<file path="config.mk">
export PLATFORM = sky130hd
export DESIGN_NAME = seq_mult_gen2
export DESIGN_NICKNAME = d
export VERILOG_FILES = /design/src/rtl/mult_pkg.sv /design/src/rtl/seq_mult_ctrl.sv /design/src/rtl/seq_mult_gen2.sv
export SDC_FILE = /design/constraint.sdc
export NUM_CORES = 1
export LEC_CHECK = 0
export BUFFER_PORTS_ARGS = -buffer_cell sky130_fd_sc_hd__buf_2
export CORE_AREA = 5 5 79 60
export DETAILED_ROUTE_END_ITERATION = 16
export DIE_AREA = 0 0 84 65
export PLACE_DENSITY = 0.77
export REMOVE_ABC_BUFFERS = 1
export SYNTH_ARGS = -nofsm -noshare
export SYNTH_HDL_FRONTEND = slang
export SYNTH_SLANG_ARGS = --single-unit
</file>
<file path="constraint.sdc">
create_clock -name clock -period 3.8 [get_ports clock]
set_input_delay 0.19 -clock clock [delete_from_list [all_inputs] [get_ports clock]]
set_output_delay 0.19 -clock clock [all_outputs]
set_load 0.005 [all_outputs]
</file>
<file path="src/rtl/mult_pkg.sv">
// Shared definitions for the sequential multiplier family.
//   DP_WIDTH_DEF : default operand width
//   S_IDLE/S_ADD/S_SHIFT : one-hot state encodings used by seq_mult_ctrl
package mult_pkg;

  localparam int DP_WIDTH_DEF = 8;

  localparam logic [2:0] S_IDLE  = 3'b001;
  localparam logic [2:0] S_ADD   = 3'b010;
  localparam logic [2:0] S_SHIFT = 3'b100;

endpackage

</file>
<file path="src/rtl/seq_mult_ctrl.sv">
// Control FSM for the add-and-shift multiplier.
//   clock, reset         : rising-edge clock, async active-high reset
//   Start                : operation request, taken only in S_IDLE
//   Q0                   : current multiplier LSB
//   P_is_zero, P_is_one  : iteration counter status
//   Load_regs            : load operands, clear accumulator
//   Add_regs             : write {C,A} with the add/sub result
//   Sub_sel              : last-bit step (subtract in signed mode)
//   Decr_P               : decrement iteration counter
//   Shift_regs           : shift {C,A,Q} right by one
//   Ready                : idle, able to accept Start
//   Done                 : one-cycle pulse on the first idle cycle after a multiply
//
// state   | meaning
// S_IDLE  | waiting for Start, product held
// S_ADD   | conditional add/subtract of B into {C,A}, P decrement
// S_SHIFT | shift {C,A,Q}; return to idle when all bits consumed
module seq_mult_ctrl
  import mult_pkg::*;
(
  input  logic clock,
  input  logic reset,
  input  logic Start,
  input  logic Q0,
  input  logic P_is_zero,
  input  logic P_is_one,
  output logic Load_regs,
  output logic Add_regs,
  output logic Sub_sel,
  output logic Decr_P,
  output logic Shift_regs,
  output logic Ready,
  output logic Done
);

  logic [2:0] state_q;
  logic [2:0] state_d;
  logic       done_q;

  always_ff @(posedge clock or posedge reset) begin
    if (reset) begin
      state_q <= S_IDLE;
      done_q  <= 1'b0;
    end else begin
      state_q <= state_d;
      // Done marks the first idle cycle following the final shift.
      done_q  <= (state_q == S_SHIFT) && P_is_zero;
    end
  end

  always_comb begin
    state_d = state_q;
    case (state_q)
      S_IDLE:  if (Start) state_d = S_ADD;
      S_ADD:   state_d = S_SHIFT;
      S_SHIFT: state_d = P_is_zero ? S_IDLE : S_ADD;
      default: state_d = S_IDLE;
    endcase
  end

  always_comb begin
    Load_regs  = 1'b0;
    Add_regs   = 1'b0;
    Sub_sel    = 1'b0;
    Decr_P     = 1'b0;
    Shift_regs = 1'b0;
    Ready      = 1'b0;
    Done       = done_q;
    case (state_q)
      S_IDLE: begin
        Ready     = 1'b1;
        Load_regs = Start;
      end
      S_ADD: begin
        Add_regs = Q0;
        Sub_sel  = Q0 && P_is_one;
        Decr_P   = 1'b1;
      end
      S_SHIFT: Shift_regs = 1'b1;
      default: ;
    endcase
  end

endmodule

</file>
<file path="src/rtl/seq_mult_gen2.sv">
// Parametrised add-and-shift sequential multiplier, unsigned or two's-complement.
//   clock, reset   : rising-edge clock, async active-high reset
//   Start          : request, accepted while Ready=1
//   Is_signed      : operand/product format, latched on accepted Start
//   Multiplicand   : DP_WIDTH operand, sampled on accepted Start
//   Multiplier     : DP_WIDTH operand, sampled on accepted Start
//   Product        : {A,Q}, valid from Done until the next accepted Start
//   Ready          : idle
//   Done           : one-cycle completion pulse
module seq_mult_gen2
  import mult_pkg::*;
#(
  parameter int DP_WIDTH = DP_WIDTH_DEF,
  parameter int BC_SIZE  = $clog2(DP_WIDTH + 1)
) (
  input  logic                    clock,
  input  logic                    reset,
  input  logic                    Start,
  input  logic                    Is_signed,
  input  logic [DP_WIDTH-1:0]     Multiplicand,
  input  logic [DP_WIDTH-1:0]     Multiplier,
  output logic [2*DP_WIDTH-1:0]   Product,
  output logic                    Ready,
  output logic                    Done
);

  logic [DP_WIDTH-1:0] a_q;
  logic [DP_WIDTH-1:0] q_q;
  logic [DP_WIDTH-1:0] b_q;
  logic                c_q;
  logic [BC_SIZE-1:0]  p_q;
  logic                mode_q;

  logic load_regs, add_regs, sub_sel, decr_p, shift_regs;
  logic p_is_zero, p_is_one;

  logic [DP_WIDTH:0] a_ext;
  logic [DP_WIDTH:0] b_ext;
  logic [DP_WIDTH:0] sum;

  assign p_is_zero = (p_q == '0);
  assign p_is_one  = (p_q == BC_SIZE'(1));

  // Extend to DP_WIDTH+1 so the signed sum never overflows into lost bits.
  assign a_ext = {mode_q & a_q[DP_WIDTH-1], a_q};
  assign b_ext = {mode_q & b_q[DP_WIDTH-1], b_q};
  // In signed mode the multiplier MSB carries weight -2^(N-1), hence subtract.
  assign sum   = (sub_sel && mode_q) ? (a_ext - b_ext) : (a_ext + b_ext);

  seq_mult_ctrl u_ctrl (
    .clock      (clock),
    .reset      (reset),
    .Start      (Start),
    .Q0         (q_q[0]),
    .P_is_zero  (p_is_zero),
    .P_is_one   (p_is_one),
    .Load_regs  (load_regs),
    .Add_regs   (add_regs),
    .Sub_sel    (sub_sel),
    .Decr_P     (decr_p),
    .Shift_regs (shift_regs),
    .Ready      (Ready),
    .Done       (Done)
  );

  always_ff @(posedge clock or posedge reset) begin
    if (reset) begin
      a_q    <= '0;
      q_q    <= '0;
      b_q    <= '0;
      c_q    <= 1'b0;
      p_q    <= '0;
      mode_q <= 1'b0;
    end else begin
      if (load_regs) begin
        b_q    <= Multiplicand;
        q_q    <= Multiplier;
        a_q    <= '0;
        c_q    <= 1'b0;
        p_q    <= BC_SIZE'(DP_WIDTH);
        mode_q <= Is_signed;
      end
      if (add_regs) {c_q, a_q} <= sum;
      if (decr_p) p_q <= p_q - BC_SIZE'(1);
      // Arithmetic shift in signed mode keeps C as the replicated sign.
      if (shift_regs) {c_q, a_q, q_q} <= {mode_q & c_q, c_q, a_q, q_q[DP_WIDTH-1:1]};
    end
  end

  assign Product = {a_q, q_q};

endmodule
</file>
==> results of run 1 <==
repair_timing:
action / in CTS / in global routing
hold endpoints to repair: 33 / 0
gates resized for setup: 0 / 0
setup buffers: 0 / 0
hold buffers: 1 / 0
how the worst max path moves through the flow:
stage	endpoint	slack (ns)	cells past startpoint
final	a_q[6]	0.57	12
after global routing	a_q[6]	0.27	12
after CTS	a_q[6]	0.58	12
after detailed placement	a_q[6]	0.63	12
after global placement	c_q	0.80	12
after floorplan	c_q	0.91	10
layout make-up:
cell class / count / area share
Multi-Input combinational cell: 154 / 0.4639
Sequential cell: 34 / 0.3510
Timing Repair Buffer: 42 / 0.09278
Clock buffer: 5 / 0.02835
Tap cell: 55 / 0.02835
Clock inverter: 3 / 0.01856
Inverter: 11 / 0.01701
synth_stat cells (all sizes together):
cell     count  share of area
clkbuf       3         0.0055
ha          12          0.073
fa           1         0.0098
a22oi        4          0.015
nand2b       3         0.0092
xnor2        7          0.030
o31ai        1         0.0037
a221o        4          0.020
a211o        1         0.0043
nor4         2          0.013
a21oi        8          0.020
nor3         8          0.020
nand3b       1         0.0037
buf          3         0.0086
a21o         1         0.0037
xor2         3          0.013
dfstp        1          0.013
and3         2         0.0061
nor2b        2         0.0061
a21boi       2         0.0073
nand3        1         0.0024
o21a         5          0.018
o22ai        2         0.0061
o2bb2a       1         0.0098
nand2       19          0.035
nor3b        4          0.017
dfrtp       33           0.40
inv         11          0.020
o21bai       1         0.0037
nor2        11          0.020
a31oi        2         0.0061
a21bo        1         0.0049
o21ai       23          0.056
nand4bb      2          0.013
o41ai        1         0.0043
mux2         8          0.044
mux2i       10          0.049
and2         1         0.0031
where the power goes:
group	total [mW]	switching, mW	leakage [nW]	internal, mW
Clock	0.338	0.143	0.0504	0.195
Combinational	1.03	0.519	0.628	0.513
Sequential	0.703	0.185	0.425	0.518
Total	2.07	0.847	1.10	1.23
state kept, by name, summed over array words and instances, names as in the netlist:
name	cells
a_q	8
b_q	8
c_q	1
mode_q	1
p_q	4
q_q	8
u_ctrl.Done	1
u_ctrl.state_q	3
metal layers:
metal,vias up,GRT usage,share of wire
met5,-,0,0
met4,0,0.08635,0.022
met3,7,0.04956,0.060
met2,40,0.2758,0.43
met1,770,0.2392,0.49
li1,824,-,-
critical path, cell delays in order (launching register included):
cell and delay (ns):
dfrtp_1 0.39, inv_1 0.10, ha_1 0.16, nand4bb_1 0.19, nor2_1 0.41, mux2_2 0.42, fa_1 0.44, nand2b_1 0.17
a21boi_0 0.30, a21bo_2 0.21, a21oi_1 0.07, xor2_1 0.14, o21ai_0 0.13
placed cells by master, fill, tap and decap left out, drive strengths merged, types with 3 or more instances in the layout:
cell type  instances
a21oi              8
a221o              4
a22oi              4
buf               41
clkbuf             5
dfrtp             33
ha                12
inv               11
mux2               8
mux2i             10
nand2             19
nand2b             3
nor2              11
nor3               8
nor3b              4
o21a               5
o21ai             23
xnor2              7
xor2               3
logic make-up (layout without fill, tap and decap cells):
| logic type | count (synthesis) | count (layout) | synth area share |
|---|---|---|---|
| DFF | 34 | 34 | 0.4160 |
| buffers and inverters | 17 | 61 | 0.03421 |
| AOI/OAI and AO/OA | 57 | 57 | 0.1821 |
| muxes | 18 | 18 | 0.09286 |
| adders and majority gates | 13 | 13 | 0.08308 |
| xor gates and xnor gates | 10 | 10 | 0.04276 |
| and+or+nand+nor | 56 | 56 | 0.1491 |
==> summary.txt, run 1 <==
Max Fclk - 309.8 MHz
antenna cells - 0
reg2reg path depth - 12
synth warn - 0
die height - 65 µm
Die ar. - 5460 µm²
Peak supply drop - 406.0 µV
PD cells - 854.0 nW/µm²
WP data required - 4.02 ns
Layout fillers - 354
Period minus WS final - 3.228 ns
ANT nets after route - 0
CTS clk-pin slew, worst paths - 0.08 ns
final instance area - 2427 µm²
Worst Hold End - b_q[0]
hold path startpoint - Multiplicand[0]
placed cells - 295
outcome - finished clean
post-synthesis instance total - 205
Rows - 20
final WL - 4325 µm
critical path capture point type - flip-flop
layout cell share with drive strength beyond 1 - 0.2530
die width - 84 µm
CTS tree - yes
Mapped Avg Cell Area - 9.991 µm²
Register Area - 852.1 µm²
htree depth - 2
critical path launch point - p_q[1]
core area - 4004 µm²
P_leak - 1.104 nW
Final Power - 2.073 mW
vias after detailed routing - 1641
post-synthesis instance area - 2048 µm²
post-DR wirelength/cell - 14.23 µm
initial antenna violation count - 0
Sum Neg Setup Slack - 0 ns
Max Fanout on Critical Path - 7
worst slew pin tran - 0.8869 ns
Final WS setup - 0.5721 ns
Placed Area - 2303 µm²
vias in the first global route - 1637
Slew HR - 0.4061
fin cells - 304
GRT overflow - 0
r2r endpoint - a_q[6]
DRC - 0
Hold/Removal Path Class - in2reg
setup violators final - 0
via/cell ratio - 5.398
Iter 0 DRT Violations - 61
IO Count - 38
RR Startpoint - p_q[1]
sequential cell area fraction in the yosys report - 0.4160
Min Hold Slack - 0.09499 ns
area of the multi-input gates - 1126 µm²
Slew Limit Fails - 0
Synth Register Bits - 34
# nets final - 281
number of port buffers - 37
CTS Buf Count - 5
RSZ-0062 raised after global routing - false
initial core utilization - 0.5116
total track usage - 0.1810
count of final hold-check violations - 0
CP Launch Type - flip-flop
P&R area growth vs syn - 18.51%
Synth cell types - 44
Finished Core Util - 0.6063
R2R setup slack - 0.57 ns
arrival time at the worst endpoint - 3.44 ns
Root Buffer - clkbuf_8
DP Worst Slack - 0.6327 ns
GPL Wtd Cong - 0.8809
clock latency on the worst-skew pair - 0.29 ns
router iterations before antenna repair - 4
pin count of the biggest net entering global routing - 35
detailed placer's ending HPWL - 3134 µm
Crit Path Category - reg2reg
Hold Crit Depth - 3
period utilization - 0.8495
max-cap violations - 0
clk buf depth - 2
global-route wire length before repair - 7686 µm
Worst Skew - 0.007208 ns
clock sink count - 34
No activity file was read; power rests on OpenSTA's default activity.
==> run 2: changes to the inputs <==
ABC_AREA = 1   (was default)
CORE_AREA = 5 5 80 60   (was 5 5 79 60)
DIE_AREA = 0 0 85 65   (was 0 0 84 65)
clock period = 3 ns   (was 3.8 ns; I/O delays follow)
==> run 2 against run 1 <==
  * Flip-flop and latch count is the same
  * Fmax is 26% higher
  * Cell count grew 17%
  * Wire length is 3.7% higher
  * Via count up 9.1%
  * Setup slack lost 0.13 ns
  * Sequential power grew 21%
  * Worst hold slack worse by 0.045 ns
  * Non-clock buffer count decreased by 2
  * Synthesized cell count rose by 26%
  * Clock power rose by 51%
  * Die area up 1.2%
==> summary.txt, run 2 <==
CP Launch Type - flip-flop
post-synthesis instance area - 2092 µm² (+2.1%)
commonest non-fill, non-tap cell in the layout - nand2_1
Register Area - 852.1 µm² (unchanged)
count of final hold-check violations - 0 (unchanged)
synth top area cells - dfrtp_1 39%, nand2_1 15%, ha_1 7.2%
placed cells - 346 (+17%)
via/cell ratio - 5.042 (-6.6%)
crit-path leading delay family - simple AND/OR/NAND/NOR gates
share of the synthesized area in the top cell type - 0.3947 (-0.008440)
most frequent cells in the layout - 81 x nand2_1, 37 x buf_2, 33 x dfrtp_1
Slew HR - 0.7090 (+0.3029)
Period minus WS final - 2.562 ns (-0.6657 ns)
Rows - 20 (unchanged)
number of port buffers - 37 (unchanged)
Root Buffer - clkbuf_8
cell mode on critical path - nand2_1
count leader, synth - nand2_1
die width - 85 µm (+1.2%)
detailed placer's ending HPWL - 3400 µm (+8.5%)
arrival time at the worst endpoint - 2.73 ns (-0.71 ns)
outcome - finished clean
clock latency on the worst-skew pair - 0.29 ns (about the same)
post-synth top area cell - dfrtp_1
post-DR wirelength/cell - 12.63 µm (-11%)
max-cap violations - 0 (unchanged)
Die ar. - 5525 µm² (+1.2%)
vias after detailed routing - 1790 (+9.1%)
FFs w/ async S/R, synth - 1.000 (unchanged)
PD cells - 1093 nW/µm² (+28%)
Peak supply drop - 495.6 µV (+22%)
Regs by FF count - a_q: 8 flops, b_q: 8 flops, q_q: 8 flops
CP max stage cell - fa_1
Synth Register Bits - 34 (unchanged)
# nets final - 332 (+18%)
DP Worst Slack - 0.4465 ns (-0.1862 ns)
synth warn - 0 (unchanged)
sequential cell area fraction in the yosys report - 0.4073 (-0.008708)
CTS clk-pin slew, worst paths - 0.07 ns (about the same)
Worst Skew - 0.007348 ns (+0.0001404 ns)
Min Hold Slack - 0.05000 ns (-0.04499 ns)
Hold/Removal Path Class - in2reg
number of synthesized flops with an enable pin - 0 (unchanged)
initial antenna violation count - 0 (unchanged)
worst path cell trace - inv_1, ha_1, nand2_2, nor3_4, nand2_2, nand2_1, o21ai_1, fa_1, inv_1, nand3_1, nand2_1, nand2_1, o21bai_1, a21oi_1, o21ai_1, nand3_1
htree depth - 2 (unchanged)
P_leak - 1.320 nW (+20%)
layout cell share with drive strength beyond 1 - 0.2200 (-0.03301)
IO Count - 38 (unchanged)
total track usage - 0.1764 (-0.004598)
postcts setup bufs - 0 (unchanged)
final WL - 4483 µm (+3.7%)
Placed Area - 2313 µm² (+0.43%)
setup violators final - 0 (unchanged)
clk buf depth - 2 (unchanged)
die height - 65 µm (unchanged)
reg2reg path depth - 16 (+4)
worst slew pin tran - 0.4354 ns (-0.4515 ns)
list of most frequent post-synthesis cells - 81 x nand2_1, 33 x dfrtp_1, 27 x nand3_1
CP peak stage delay - 0.43 ns (about the same)
GPL Wtd Cong - 0.8260 (-6.2%)
top_reg_cell synth - dfrtp_1
Synth cell types - 37 (-16%)
Crit. path cell count - 16 (+4)
area of the multi-input gates - 1087 µm² (-3.4%)
Final Power - 2.690 mW (+30%)
P&R area growth vs syn - 17.64%
initial core utilization - 0.5160 (+0.004487)
Mapped Avg Cell Area - 8.109 µm² (-19%)
CTS tree - yes
GRT overflow - 0 (unchanged)
Iter 0 DRT Violations - 52 (-15%)
WP data required - 3.17 ns (-0.85 ns)
antenna cells - 0 (unchanged)
Layout fillers - 381 (+7.6%)
RSZ-0062 raised after global routing - false
Crit Path Category - reg2reg
Finished Core Util - 0.6071 (+0.0008490)
clock sink count - 34 (unchanged)
period utilization - 0.8541 (+0.004629)
Max Fclk - 390.3 MHz (+26%)
CTS Buf Count - 5 (unchanged)
ANT nets after route - 0 (unchanged)
Max Fanout on Critical Path - 8 (+1)
WP buf/inv - 2 (+1)
DRC - 0 (unchanged)
core area - 4054 µm² (+1.3%)
final instance area - 2461 µm² (+1.4%)
Slew Limit Fails - 0 (unchanged)
vias in the first global route - 1704 (+4.1%)
fin cells - 355 (+17%)
router iterations before antenna repair - 4 (unchanged)
critical path capture point type - flip-flop
Hold Crit Depth - 3 (unchanged)
pin count of the biggest net entering global routing - 35 (unchanged)
global-route wire length before repair - 7734 µm (+0.62%)
post-synthesis instance total - 258 (+26%)
Final WS setup - 0.4377 ns (-0.1343 ns)
Sum Neg Setup Slack - 0 ns (unchanged)
## run 2: power breakdown
group / leakage [nW] / internal [mW] / switching (mW) / total, mW
Combinational: 0.817 / 0.528 / 0.802 / 1.33
Sequential: 0.435 / 0.652 / 0.199 / 0.852
Clock: 0.0683 / 0.333 / 0.176 / 0.509
Total: 1.32 / 1.51 / 1.18 / 2.69
## run 2: layer usage
metal | global-route usage | share of wire | vias up
met1 | 0.2474 | 0.50 | 808
met3 | 0.06480 | 0.060 | 6
li1 | - | - | 929
met4 | 0.03953 | 0.013 | 0
met5 | 0 | 0 | -
met2 | 0.2597 | 0.43 | 47
## run 2: area by class of cell
class	count	share of cell area
repair buffers	40	0.08541
flip-flops and latches	34	0.3462
inverters	28	0.04270
clock buffers	5	0.02796
well taps	55	0.02796
multi-input cells	190	0.4418
clock inverters	3	0.02796
## run 2: path summary, 6_finish.rpt
check	end	start	slack (ns)
worst max-delay path	a_q[6]	p_q[1]	0.44
worst min-delay path	b_q[2]	Multiplicand[2]	0.05
worst max register to register	a_q[6]	p_q[1]	0.44
worst min register to register	q_q[3]	q_q[3]	0.52
max in group asynchronous	u_ctrl.state_q[0]	reset	2.18
min in group asynchronous	q_q[2]	reset	0.48
## run 2: what timing repair did
item / in CTS / in global routing
hold buffers: 1 / 0
hold endpoints to repair: 33 / 0
resized for setup: 0 / 0
## run 2: cell families (layout without fill, tap and decap cells)
family	after synthesis	after routing	synth area share
buffers and inverters	34	76	0.07296
DFF	34	34	0.4073
xor gates and xnor gates	9	9	0.03768
AOI/OAI and AO/OA	39	39	0.1166
and+or+nand+nor	129	129	0.2841
adders and majority gates	13	13	0.08134
## run 2: worst reg2reg max path, stage by stage, from the launching register on
cell,delay [ns]
dfrtp_1,0.36
inv_1,0.13
ha_1,0.18
nand2_2,0.07
nor3_4,0.22
nand2_2,0.15
nand2_1,0.08
o21ai_1,0.09
fa_1,0.43
inv_1,0.07
nand3_1,0.06
nand2_1,0.13
nand2_1,0.07
o21bai_1,0.18
a21oi_1,0.09
o21ai_1,0.08
nand3_1,0.07
==> run 3: changes to the inputs <==
CORE_AREA = 5 5 53 90   (was 5 5 80 60)
DIE_AREA = 0 0 58 95   (was 0 0 85 65)
==> run 3 against run 2 <==
  * Worst hold slack got worse by 0.0062 ns
  * Sequential share of layout area rose by 0.79 points
  * Die area shrank 0.27%
  * Count of clock-buffer cells in the layout unchanged
  * Register-to-register slack worse by 0.02 ns
  * Sequential power is essentially flat
  * Utilization is 1.1 points lower
  * Non-clock buffer count stayed put
  * Combinational power about the same
  * Critical path type unchanged
  * Largest power group unchanged
  * Highest routed layer unchanged
==> summary.txt, run 3 (synthesis gave the netlist of run 2 again) <==
outcome - finished clean
Slew HR - 0.6816 (-0.02739)
WP buf/inv - 2 (unchanged)
Worst Skew - 0.001583 ns (-0.005766 ns)
worst path cell trace - inv_1, ha_1, nand2_2, nor3_4, nand2_2, nand2_1, o21ai_1, fa_1, inv_1, nand3_1, nand2_1, nand2_1, o21bai_1, a21oi_1, o21ai_1, nand3_1
initial antenna violation count - 0 (unchanged)
detailed placer's ending HPWL - 3663 µm (+7.7%)
critical path capture point type - flip-flop
CTS clk-pin slew, worst paths - 0.07 ns (about the same)
PD cells - 1054 nW/µm² (-3.6%)
Crit Path Category - reg2reg
Peak supply drop - 662.5 µV (+34%)
P_leak - 1.296 nW (-1.8%)
Hold/Removal Path Class - in2reg
WP data required - 3.18 ns (about the same)
DRC - 0 (unchanged)
clock latency on the worst-skew pair - 0.29 ns (about the same)
count of final hold-check violations - 0 (unchanged)
layout cell share with drive strength beyond 1 - 0.2200 (unchanged)
commonest non-fill, non-tap cell in the layout - nand2_1
Period minus WS final - 2.578 ns (+0.01532 ns)
vias after detailed routing - 1848 (+3.2%)
global-route wire length before repair - 8197 µm (+6.0%)
ANT nets after route - 0 (unchanged)
met3 Use GR - 0.04104 (-0.02376)
post-DR wirelength/cell - 13.67 µm (+8.3%)
RSZ-0062 raised after global routing - false
setup violators final - 0 (unchanged)
Max Fclk - 388.0 MHz (-0.59%)
initial core utilization - 0.5186 (+0.002561)
CP max stage cell - fa_1
GRT overflow - 0 (unchanged)
via/cell ratio - 5.295 (+5.0%)
core area - 4034 µm² (-0.49%)
CP Launch Type - flip-flop
cell mode on critical path - nand2_1
crit-path leading delay family - simple AND/OR/NAND/NOR gates
worst slew pin tran - 0.4764 ns (+0.04098 ns)
vias in the first global route - 1854 (+8.8%)
period utilization - 0.8592 (+0.005106)
final WL - 4772 µm (+6.4%)
antenna cells - 0 (unchanged)
postcts setup bufs - 0 (unchanged)
arrival time at the worst endpoint - 2.75 ns (+0.02 ns)
CTS Buf Count - 5 (unchanged)
Finished Core Util - 0.5965 (-0.01064)
most frequent cells in the layout - 81 x nand2_1, 37 x buf_2, 33 x dfrtp_1
CP peak stage delay - 0.45 ns (+0.02 ns)
htree depth - 2 (unchanged)
clock sink count - 34 (unchanged)
Regs by FF count - a_q: 8 flops, b_q: 8 flops, q_q: 8 flops
Die ar. - 5510 µm² (-0.27%)
CTS tree - yes
pin count of the biggest net entering global routing - 35 (unchanged)
Iter 0 DRT Violations - 24 (-54%)
GPL Wtd Cong - 0.8169 (-1.1%)
Min Hold Slack - 0.04384 ns (-0.006160 ns)
max-cap violations - 0 (unchanged)
Sum Neg Setup Slack - 0 ns (unchanged)
Rows - 31 (+55%)
die width - 58 µm (-32%)
hold bufs inserted after CTS - 1 (unchanged)
Slew Limit Fails - 0 (unchanged)
router iterations before antenna repair - 4 (unchanged)
# nets final - 332 (unchanged)
Max Fanout on Critical Path - 8 (unchanged)
number of port buffers - 37 (unchanged)
met2 Use GR - 0.3670 (+0.1073)
total track usage - 0.1972 (+0.02077)
post-CTS sizing - 0 (unchanged)
clk buf depth - 2 (unchanged)
Layout fillers - 395 (+3.7%)
Root Buffer - clkbuf_8
P&R area growth vs syn - 15.01%
IO Count - 38 (unchanged)
met1 Resource Use GR - 0.1958 (-0.05156)
gr busiest metal - met2
die height - 95 µm (+46%)
[run 3: worst paths after layout]
check	startpoint	end	slack, ns	depth (start not counted)
max in group asynchronous	reset	u_ctrl.state_q[0]	2.17	4
worst max register to register	p_q[1]	a_q[6]	0.42	16
worst max-delay path	p_q[1]	a_q[6]	0.42	16
worst min-delay path	Multiplicand[2]	b_q[2]	0.04	3
worst min register to register	q_q[3]	q_q[3]	0.52	2
min in group asynchronous	reset	a_q[0]	0.50	4
[run 3: final cells by class]
type                    count  area [µm²]  share of cell area
clock buffers               5       68.82             0.02860
clock inverters             3       21.27            0.008840
inverters                  28       105.1             0.04368
multi-input cells         190        1087              0.4519
flip-flops and latches     34       852.1              0.3541
well taps                  49       61.31             0.02548
repair buffers             40       210.2             0.08736
[run 3: metrics by stage]
stage / instances / area [µm²] / setup slack [ns] / power (mW)
after detailed placement: 340 / 2306 / 0.4239 / 2.200
final: 349 / 2406 / 0.4224 / 2.535
after CTS: 349 / 2406 / 0.4175 / 2.562
after floorplan: 252 / 2044 / 0.6776 / 1.805
after global placement: 340 / 2306 / 0.5041 / 2.151
after global routing: 349 / 2406 / 0.1330 / 2.780
[run 3: metal layers]
layer	wire [µm]	up-vias
li1	-	927
met1	1702	854
met2	2662	52
met3	238	15
met4	170	0
met5	0	-
[run 3: power by group]
group	internal, mW	switching [mW]
Clock	0.163	0.182
Sequential	0.652	0.200
Combinational	0.531	0.806
Total	1.35	1.19
[run 3: worst register-to-register path, cell delays in order, from the launching register on]
cell and delay [ns]:
dfrtp_1 0.36, inv_1 0.13, ha_1 0.18, nand2_2 0.06, nor3_4 0.21, nand2_2 0.15
nand2_1 0.09, o21ai_1 0.11, fa_1 0.45, inv_1 0.07, nand3_1 0.06, nand2_1 0.13
nand2_1 0.07, o21bai_1 0.17, a21oi_1 0.08, o21ai_1 0.08, nand3_1 0.07
